$ cat config.mk
export PLATFORM = sky130hd
export DESIGN_NAME = hazard_ctrl_unit
export DESIGN_NICKNAME = d
export VERILOG_FILES = /design/src/rtl/hazard_ctrl_unit.sv
export SDC_FILE = /design/constraint.sdc
export NUM_CORES = 1
export LEC_CHECK = 0
export CAP_MARGIN = 0
export CORE_MARGIN = 2
export CORE_UTILIZATION = 32
export CTS_CLUSTER_DIAMETER = 150
export CTS_CLUSTER_SIZE = 40
export DETAILED_ROUTE_END_ITERATION = 6
export GPL_TIMING_DRIVEN = 1
export HOLD_SLACK_MARGIN = 0.05
export PLACE_DENSITY = 0.92
export SLEW_MARGIN = 20
export SYNTH_ARGS = -nofsm -noshare
export SYNTH_HDL_FRONTEND = slang
export SYNTH_SLANG_ARGS = --single-unit
$ cat constraint.sdc
create_clock -name in_clk -period 6.7 [get_ports in_clk]
set_clock_uncertainty 0.2 [all_clocks]
set_input_delay 1.675 -clock in_clk [delete_from_list [all_inputs] [get_ports in_clk]]
set_output_delay 1.675 -clock in_clk [all_outputs]
set_load 0.1 [all_outputs]
$ cat src/rtl/hazard_ctrl_unit.sv
// Pipeline hazard controller: EX operand forwarding, load-use stall, branch flush
// and a multi-cycle (MDU) stall sequencer. Optional perf counters: HAZARD_PERF_EN.
module hazard_ctrl_unit #(
   parameter int ADDR_W      = 5,
   parameter int MDU_LATENCY = 4
) (
   input  logic              in_clk,
   input  logic              in_rst_n,
   input  logic              in_exmem_regwrite,
   input  logic              in_memwb_regwrite,
   input  logic [ADDR_W-1:0] in_exmem_rd,
   input  logic [ADDR_W-1:0] in_memwb_rd,
   input  logic [ADDR_W-1:0] in_idex_rs1,
   input  logic [ADDR_W-1:0] in_idex_rs2,
   input  logic [ADDR_W-1:0] in_idex_rd,
   input  logic              in_idex_memread,
   input  logic              in_idex_mdu_start,
   input  logic [ADDR_W-1:0] in_ifid_rs1,
   input  logic [ADDR_W-1:0] in_ifid_rs2,
   input  logic              in_ifid_use_rs1,
   input  logic              in_ifid_use_rs2,
   input  logic              in_ex_branch_taken,
   output logic [1:0]        out_forwarda_sel,
   output logic [1:0]        out_forwardb_sel,
   output logic              out_pc_stall,
   output logic              out_ifid_stall,
   output logic              out_idex_stall,
   output logic              out_idex_bubble,
   output logic              out_exmem_bubble,
   output logic              out_ifid_flush,
   output logic              out_idex_flush,
   output logic              out_mdu_busy,
   output logic [31:0]       out_stall_count,
   output logic [31:0]       out_flush_count
);

   localparam int               CNT_W     = $clog2(MDU_LATENCY + 1);
   localparam logic [CNT_W-1:0] CNT_LOAD  = CNT_W'(MDU_LATENCY - 1);
   localparam logic             MDU_MULTI = (MDU_LATENCY > 1);
   localparam logic [ADDR_W-1:0] REG_ZERO = '0;

   typedef enum logic {IDLE = 1'b0, BUSY = 1'b1} state_t;

   state_t           state_r, state_s;
   logic [CNT_W-1:0] cnt_r, cnt_s;
   logic             mdu_stall_s;
   logic             lu_s;

   // Forwarding select: the younger EX/MEM result wins over MEM/WB
   always_comb begin
      out_forwarda_sel = 2'b00;
      out_forwardb_sel = 2'b00;
      if (in_exmem_regwrite && in_exmem_rd != REG_ZERO && in_exmem_rd == in_idex_rs1)
         out_forwarda_sel = 2'b10;
      else if (in_memwb_regwrite && in_memwb_rd != REG_ZERO && in_memwb_rd == in_idex_rs1)
         out_forwarda_sel = 2'b01;
      else
         out_forwarda_sel = 2'b00;
      if (in_exmem_regwrite && in_exmem_rd != REG_ZERO && in_exmem_rd == in_idex_rs2)
         out_forwardb_sel = 2'b10;
      else if (in_memwb_regwrite && in_memwb_rd != REG_ZERO && in_memwb_rd == in_idex_rs2)
         out_forwardb_sel = 2'b01;
      else
         out_forwardb_sel = 2'b00;
   end

   assign lu_s = in_idex_memread && (in_idex_rd != REG_ZERO) &&
                 ((in_ifid_use_rs1 && in_ifid_rs1 == in_idex_rd) ||
                  (in_ifid_use_rs2 && in_ifid_rs2 == in_idex_rd));

   // MDU sequencer next state; EX is frozen for the first MDU_LATENCY-1 cycles
   always_comb begin
      state_s     = state_r;
      cnt_s       = cnt_r;
      mdu_stall_s = 1'b0;
      case (state_r)
         IDLE: begin
            if (in_idex_mdu_start && !in_ex_branch_taken && MDU_MULTI) begin
               state_s     = BUSY;
               cnt_s       = CNT_LOAD;
               mdu_stall_s = 1'b1;
            end else begin
               state_s = IDLE;
            end
         end
         BUSY: begin
            mdu_stall_s = (cnt_r > CNT_W'(1));
            if (cnt_r <= CNT_W'(1)) begin
               state_s = IDLE;
               cnt_s   = '0;
            end else begin
               cnt_s = cnt_r - CNT_W'(1);
            end
         end
         default: begin
            state_s = IDLE;
            cnt_s   = '0;
         end
      endcase
   end

   // Sequencer state register
   always_ff @(posedge in_clk or negedge in_rst_n) begin
      if (!in_rst_n) begin
         state_r <= IDLE;
         cnt_r   <= '0;
      end else begin
         state_r <= state_s;
         cnt_r   <= cnt_s;
      end
   end

   assign out_mdu_busy = (state_r == BUSY);

   // Pipeline control priority: flush > MDU stall > load-use
   always_comb begin
      out_pc_stall     = 1'b0;
      out_ifid_stall   = 1'b0;
      out_idex_stall   = 1'b0;
      out_idex_bubble  = 1'b0;
      out_exmem_bubble = 1'b0;
      out_ifid_flush   = 1'b0;
      out_idex_flush   = 1'b0;
      if (in_ex_branch_taken) begin
         out_ifid_flush = 1'b1;
         out_idex_flush = 1'b1;
      end else if (mdu_stall_s) begin
         out_pc_stall     = 1'b1;
         out_ifid_stall   = 1'b1;
         out_idex_stall   = 1'b1;
         out_exmem_bubble = 1'b1;
      end else if (lu_s) begin
         out_pc_stall    = 1'b1;
         out_ifid_stall  = 1'b1;
         out_idex_bubble = 1'b1;
      end else begin
         out_pc_stall = 1'b0;
      end
   end

`ifdef HAZARD_PERF_EN
   logic [31:0] stall_cnt_r, flush_cnt_r;

   // Saturating stall/flush cycle counters
   always_ff @(posedge in_clk or negedge in_rst_n) begin
      if (!in_rst_n) begin
         stall_cnt_r <= 32'd0;
         flush_cnt_r <= 32'd0;
      end else begin
         if (out_pc_stall && stall_cnt_r != 32'hFFFF_FFFF)
            stall_cnt_r <= stall_cnt_r + 32'd1;
         if (out_ifid_flush && flush_cnt_r != 32'hFFFF_FFFF)
            flush_cnt_r <= flush_cnt_r + 32'd1;
      end
   end

   assign out_stall_count = stall_cnt_r;
   assign out_flush_count = flush_cnt_r;
`else
   assign out_stall_count = 32'd0;
   assign out_flush_count = 32'd0;
`endif

endmodule
==> results of run 1 <==
stage by stage:
| step | worst slack, ns | cell area [um^2] | TNS, ns |
|---|---|---|---|
| finish | 1.18 | 1500 | 0 |
| detailed placement | 1.21 | 1470 | 0 |
| CTS | 1.20 | 1500 | 0 |
| global route | 1.11 | 1500 | 0 |
| floorplan | -1.29 | 1400 | -2.77 |
| global placement | 1.26 | 1470 | 0 |
how the worst max path moves through the flow:
stage	endpoint	slack, ns	cells after the start
floorplan	out_forwarda_sel[0]	-1.29	4
global placement	out_forwarda_sel[0]	1.26	6
detailed placement	out_forwardb_sel[0]	1.21	6
CTS	out_forwardb_sel[0]	1.20	6
global route	out_forwardb_sel[0]	1.11	6
finish	out_forwardb_sel[0]	1.18	6
critical path: cells and delay by family:
kind / cells / cell delay, ns
simple gates: 3 / 0.98
buf+inv: 2 / 0.83
compound gates: 1 / 0.15
power groups by stage:
| stage | sequential (W) | combinational [W] | clock [W] |
|---|---|---|---|
| after floorplan | 0.0000675 | 0.000341 | 0 |
| after global placement | 0.0000515 | 0.000382 | 0 |
| after detailed placement | 0.0000522 | 0.000386 | 0 |
| after CTS | 0.0000520 | 0.000387 | 0.0000307 |
| after global routing | 0.0000551 | 0.000402 | 0.0000333 |
| final | 0.0000518 | 0.000386 | 0.0000295 |
sequential cells by signal, summed over array words and instances (netlist names):
register      count
cnt_r             3
out_mdu_busy      1
cell families after synthesis:
group | after synthesis | share of synthesized area (%)
DFF | 4 | 8.63
and+or+nand+nor | 25 | 14.2
xor gates and xnor gates | 30 | 22.7
adders and majority gates | 2 | 2.16
other | 1 | 0.323
muxes | 1 | 0.863
buffers and inverters | 72 | 45.4
AOI/OAI and AO/OA | 9 | 5.72
routing by layer:
layer	part of all wire, %	vias to the layer above
li1	-	454
met1	29	407
met2	58	75
met3	12	2
met4	0.56	0
met5	0	-
final cells by class:
type                       count  share of cell area (%)
multi-input combinational    131                    51.9
tap                           46                    3.85
sequential                     4                    6.69
inverter                       3                   0.753
timing repair buffer          55                    35.3
clock buffer                   3                    1.51
cells in the final DEF (no fill, tap or decap), drive strengths merged:
master,n
conb,64
clkdlybuf4s50,46
xor2,22
buf,9
xnor2,8
nor4,7
or4,5
dfrtp,4
inv,3
clkbuf,3
o21ai,3
nand3,2
nor3b,2
nor2,2
or2,2
nor3,2
a211oi,2
ha,2
o21ba,1
nor2b,1
and2,1
a32oi,1
o22ai,1
nand2,1
mux2i,1
a21o,1
==> flow_summary.toml, run 1 <==
[floorplanning]
die_area_mm2 = 0.00412
die_w_um = 64.2
die_h_um = 64.2
core_mm2 = 0.00342
ios = 120
start_util_pct = 34.0
rows = 21

[global_routing]
grt_overflow_total = 0
grt_use_met1_pct = 8.79
grt_pass1_vias = 794
grt_usage_pct = 10.9
use_met2_pct = 23.4
grt_pass1_wl_um = 3460
grt_most_used_layer = "met2"
grt_start_max_net_pins = 10
grtUsageMet3_pct = 4.40
antenna_found_initial = 0

[timing]
period_share_pct = 82.4
rsz0062_at_grt = "no"
whs_ns = 0.341
finalSetupViolations = 0
tightest_slew_ns = 0.958
final_hold_viol_count = 0
maxSlewViolCount = 0
slew_headroom_pct = 35.9
period_minus_slack_ns = 5.52
fmax_mhz = 181

[layout]
fin_util_pct = 43.8
nNetsFinal = 244
drive_gt1_share_pct = 9.69
syn_to_final_growth_pct = 28.9
multi_input_area_um2 = 776
seq_area_um2 = 100
antenna_cells = 0
fillers = 339
fin_cells = 242

[worst_setup_path]
rrSetupSlack_ns = 5.09
crit_chain = "clkdlybuf4s50_1 > or4_1 > o21ai_2 > nor4_1 > nor4_2 > buf_4"
reg2reg_depth = 6
critPathSlowestCell = "or4_1"
worstPathMaxFanout = 3
critPathCaptureType = "output pin"
worstSetupStartpointType = "input port"
crit_start = "in_exmem_rd[4]"
worstSetupPathType = "input port to output pin"
critPathMaxStageDelay_ns = 0.55
critPathRequiredTime_ns = 4.83
reg2reg_from = "cnt_r[1]$_DFFE_PN0P_"
worstPathArrival_ns = 3.64
r2r_end = "out_mdu_busy$_DFF_PN0_"

[clock_tree]
hold_buffers = 0
max-clock-path-buffers = 2
cts_sinks = 4
root_buffer = "clkbuf_4"
postCtsSetupBuffers = 0
cts_htree_levels = 1
cts_tree = "built"
cts.reportedPaths.clkPinSlew_ns = 0.03
cts_resized = 0
cts_buffers = 3
clk_latency_ns = 0.23

[yosys]
yosysTopAreaCellShare_pct = 44.0
netlist_area_mm2 = 0.00116
synthArstFlopShare_pct = 100
synth-seq-cells = 4
synth_warnings = 0
yosysTopAreaCell = "buf_4"
synth_edf_count = 0
synth.area.top_cells = "buf_4 44%, xor2_1 17%, dfrtp_1 8.6%"
synth.most_common_cell = "buf_4"
ys.flop_type = "dfrtp_1"
ys_seq_area_share_pct = 8.63
synthTopCellsByCount = "68 x buf_4, 22 x xor2_1, 8 x xnor2_1, 5 x nor4_1, 5 x or4_1"
synth_cells = 144
yosysUniqueCellTypes = 28
syn_avg_cell_area_um2 = 8.05

[route]
finalWirelength_um = 2490
drc_errors = 0
wl_per_cell_um = 10.3
first_iter_violations = 22
viasPerCell = 3.88
ant_nets = 0
vias = 938
drtPass1Iterations = 4

[worst_hold_path]
worstHoldStart = "cnt_r[0]$_DFFE_PN0P_"
holdPathEnd = "cnt_r[0]$_DFFE_PN0P_"
hold_class = "flip-flop to flip-flop"
holdPathStages = 1

[placement]
placedCellCount = 239
portBuffers = 55
gp_congestion = 0.763
dp_hpwl_um = 2290

[run]
cap_violations = 0

[power_and_ir_drop]
switching_share_pct = 70.9
power.density_mw_per_mm2 = 313
fin_total_pwr_w = 0.000467
p_int_w = 0.000136
max-vdd-ir-drop_v = 0.000128
share_comb_of_total_power_pct = 82.6
power.leakage_nw = 0.695
seq_power_share_pct = 11.1
p_switching_w = 0.000331
pwr-share-clk_pct = 6.3

[run_status]
status = "finished, final reports clean"
(Power assumes the default switching activity.)
==> inputs of run 2 (changes only) <==
--- a/config.mk
+++ b/config.mk
@@ -7,13 +7,13 @@
 export LEC_CHECK = 0
 export CAP_MARGIN = 0
 export CORE_MARGIN = 2
-export CORE_UTILIZATION = 32
+export CORE_UTILIZATION = 26
 export CTS_CLUSTER_DIAMETER = 150
 export CTS_CLUSTER_SIZE = 40
 export DETAILED_ROUTE_END_ITERATION = 6
 export GPL_TIMING_DRIVEN = 1
 export HOLD_SLACK_MARGIN = 0.05
-export PLACE_DENSITY = 0.92
+export PLACE_DENSITY = 0.81
 export SLEW_MARGIN = 20
 export SYNTH_ARGS = -nofsm -noshare
 export SYNTH_HDL_FRONTEND = slang
==> constraint.sdc (replaced) <==
create_clock -name in_clk -period 4.58 [get_ports in_clk]
set_clock_uncertainty 0.2 [all_clocks]
set_input_delay 1.145 -clock in_clk [delete_from_list [all_inputs] [get_ports in_clk]]
set_output_delay 1.145 -clock in_clk [all_outputs]
set_load 0.1 [all_outputs]
==> flow_summary.toml, run 2 (synthesis results as in run 1) <==
[run_status]
status = "finished, final reports clean"

[global_routing]
grt_use_met1_pct = 10.2
antenna_found_initial = 0
use_met2_pct = 16.8
grt_start_max_net_pins = 10
grtUsageMet3_pct = 2.14
grt_pass1_wl_um = 3690
grt_most_used_layer = "met2"
grt_usage_pct = 9.22
grt_overflow_total = 0
grt_pass1_vias = 838

[layout]
finish.instance_area_mm2 = 0.00171
drive_gt1_share_pct = 13.6
syn_to_final_growth_pct = 47.4
layout_commonest_cell = "conb_1"
largest_reg_flops = 3
fin_cells = 250
antenna_cells = 0
multi_input_area_um2 = 841
max_flop_register = "cnt_r"
fin_util_pct = 39.5
layout_common_cells = "64 x conb_1, 44 x clkdlybuf4s50_1, 22 x xor2_1"
nNetsFinal = 246
fillers = 447
seq_area_um2 = 100

[floorplanning]
die_area_mm2 = 0.00501
start_util_pct = 26.8
rows = 24
core_mm2 = 0.00432
die_w_um = 70.8
ios = 120
die_h_um = 70.8

[worst_setup_path]
critPathMaxStageDelay_ns = 0.56
worstPathMaxFanout = 3
critPathRequiredTime_ns = 3.23
cp.buffers_inverters = 2
crit_cells = 6
worstSetupStartpointType = "input port"
critPathCaptureType = "output pin"
path_delay_family = "simple AND/OR/NAND/NOR gates"
worstPathArrival_ns = 3.09
critPathSlowestCell = "or4_1"
cp_common_cell = "nor4_4"
crit_chain = "clkdlybuf4s50_1 > or4_1 > o21ai_2 > nor4_4 > nor4_4 > buf_12"
worstSetupPathType = "input port to output pin"
reg2reg_depth = 6

[power_and_ir_drop]
max-vdd-ir-drop_v = 0.000203
power.leakage_nw = 0.750
fin_total_pwr_w = 0.000775
power.density_mw_per_mm2 = 454

[worst_hold_path]
holdPathStages = 1
hold_class = "flip-flop to flip-flop"

[placement]
portBuffers = 55
placed_area_mm2 = 0.00167
gp_congestion = 0.808
dp_hpwl_um = 2260
post-place-ws_ns = 0.125
placedCellCount = 247

[timing]
slew_headroom_pct = 35.7
finalSetupViolations = 0
tightest_slew_ns = 0.962
period_minus_slack_ns = 4.43
fin_ws_ns = 0.146
period_share_pct = 96.8
maxSlewViolCount = 0
rsz0062_at_grt = "no"
fmax_mhz = 226
final_hold_viol_count = 0

[route]
vias = 928
drc_errors = 0
ant_nets = 0
wl_per_cell_um = 9.83
finalWirelength_um = 2460
viasPerCell = 3.71
first_iter_violations = 14
drtPass1Iterations = 2

[clock_tree]
root_buffer = "clkbuf_8"
cts.reportedPaths.clkPinSlew_ns = 0.03
postCtsSetupBuffers = 0
max-clock-path-buffers = 2
cts_buffers = 3
cts_htree_levels = 1
cts_sinks = 4
cts_resized = 0
cts_tree = "built"
clk_latency_ns = 0.22
hold_buffers = 0

[run]
cap_violations = 0
## run 2: per-stage QoR
| step | hold slack [ns] | TNS [ns] |
|---|---|---|
| finish | 0.364 | 0 |
| global route | 0.394 | 0 |
| CTS | 0.359 | 0 |
| detailed placement | 0.351 | 0 |
| global placement | 0.335 | 0 |
| floorplan | 0.303 | -0.0324 |
## run 2: worst paths after layout
path                                      start                endpoint  slack, ns
min                        cnt_r[0]$_DFFE_PN0P_    cnt_r[0]$_DFFE_PN0P_       0.36
max                              in_exmem_rd[1]     out_forwarda_sel[0]       0.15
min in group asynchronous              in_rst_n    cnt_r[0]$_DFFE_PN0P_       0.94
max reg2reg                cnt_r[1]$_DFFE_PN0P_  out_mdu_busy$_DFF_PN0_       2.86
min reg2reg                cnt_r[0]$_DFFE_PN0P_    cnt_r[0]$_DFFE_PN0P_       0.36
max in group asynchronous              in_rst_n  out_mdu_busy$_DFF_PN0_       3.06
## run 2: cell type report
class | instances | share of cell area [%]
clock buffer | 3 | 2.42
multi-input combinational | 131 | 49.2
sequential | 4 | 5.86
timing repair buffer | 57 | 38.1
tap | 52 | 3.81
inverter | 3 | 0.659
## run 2: per-layer routing
metal | up-vias | share of wire (%)
met5 | - | 0
met4 | 0 | 1.3
met3 | 4 | 11
met2 | 63 | 52
met1 | 407 | 35
li1 | 454 | -
## run 2: where the power goes
group | switching [W] | internal, W | leakage (nW)
Clock | 0.0000192 | 0.0000561 | 0.0216
Sequential | 0.0000239 | 0.0000536 | 0.0481
Combinational | 0.000466 | 0.000156 | 0.681
Total | 0.000510 | 0.000266 | 0.750
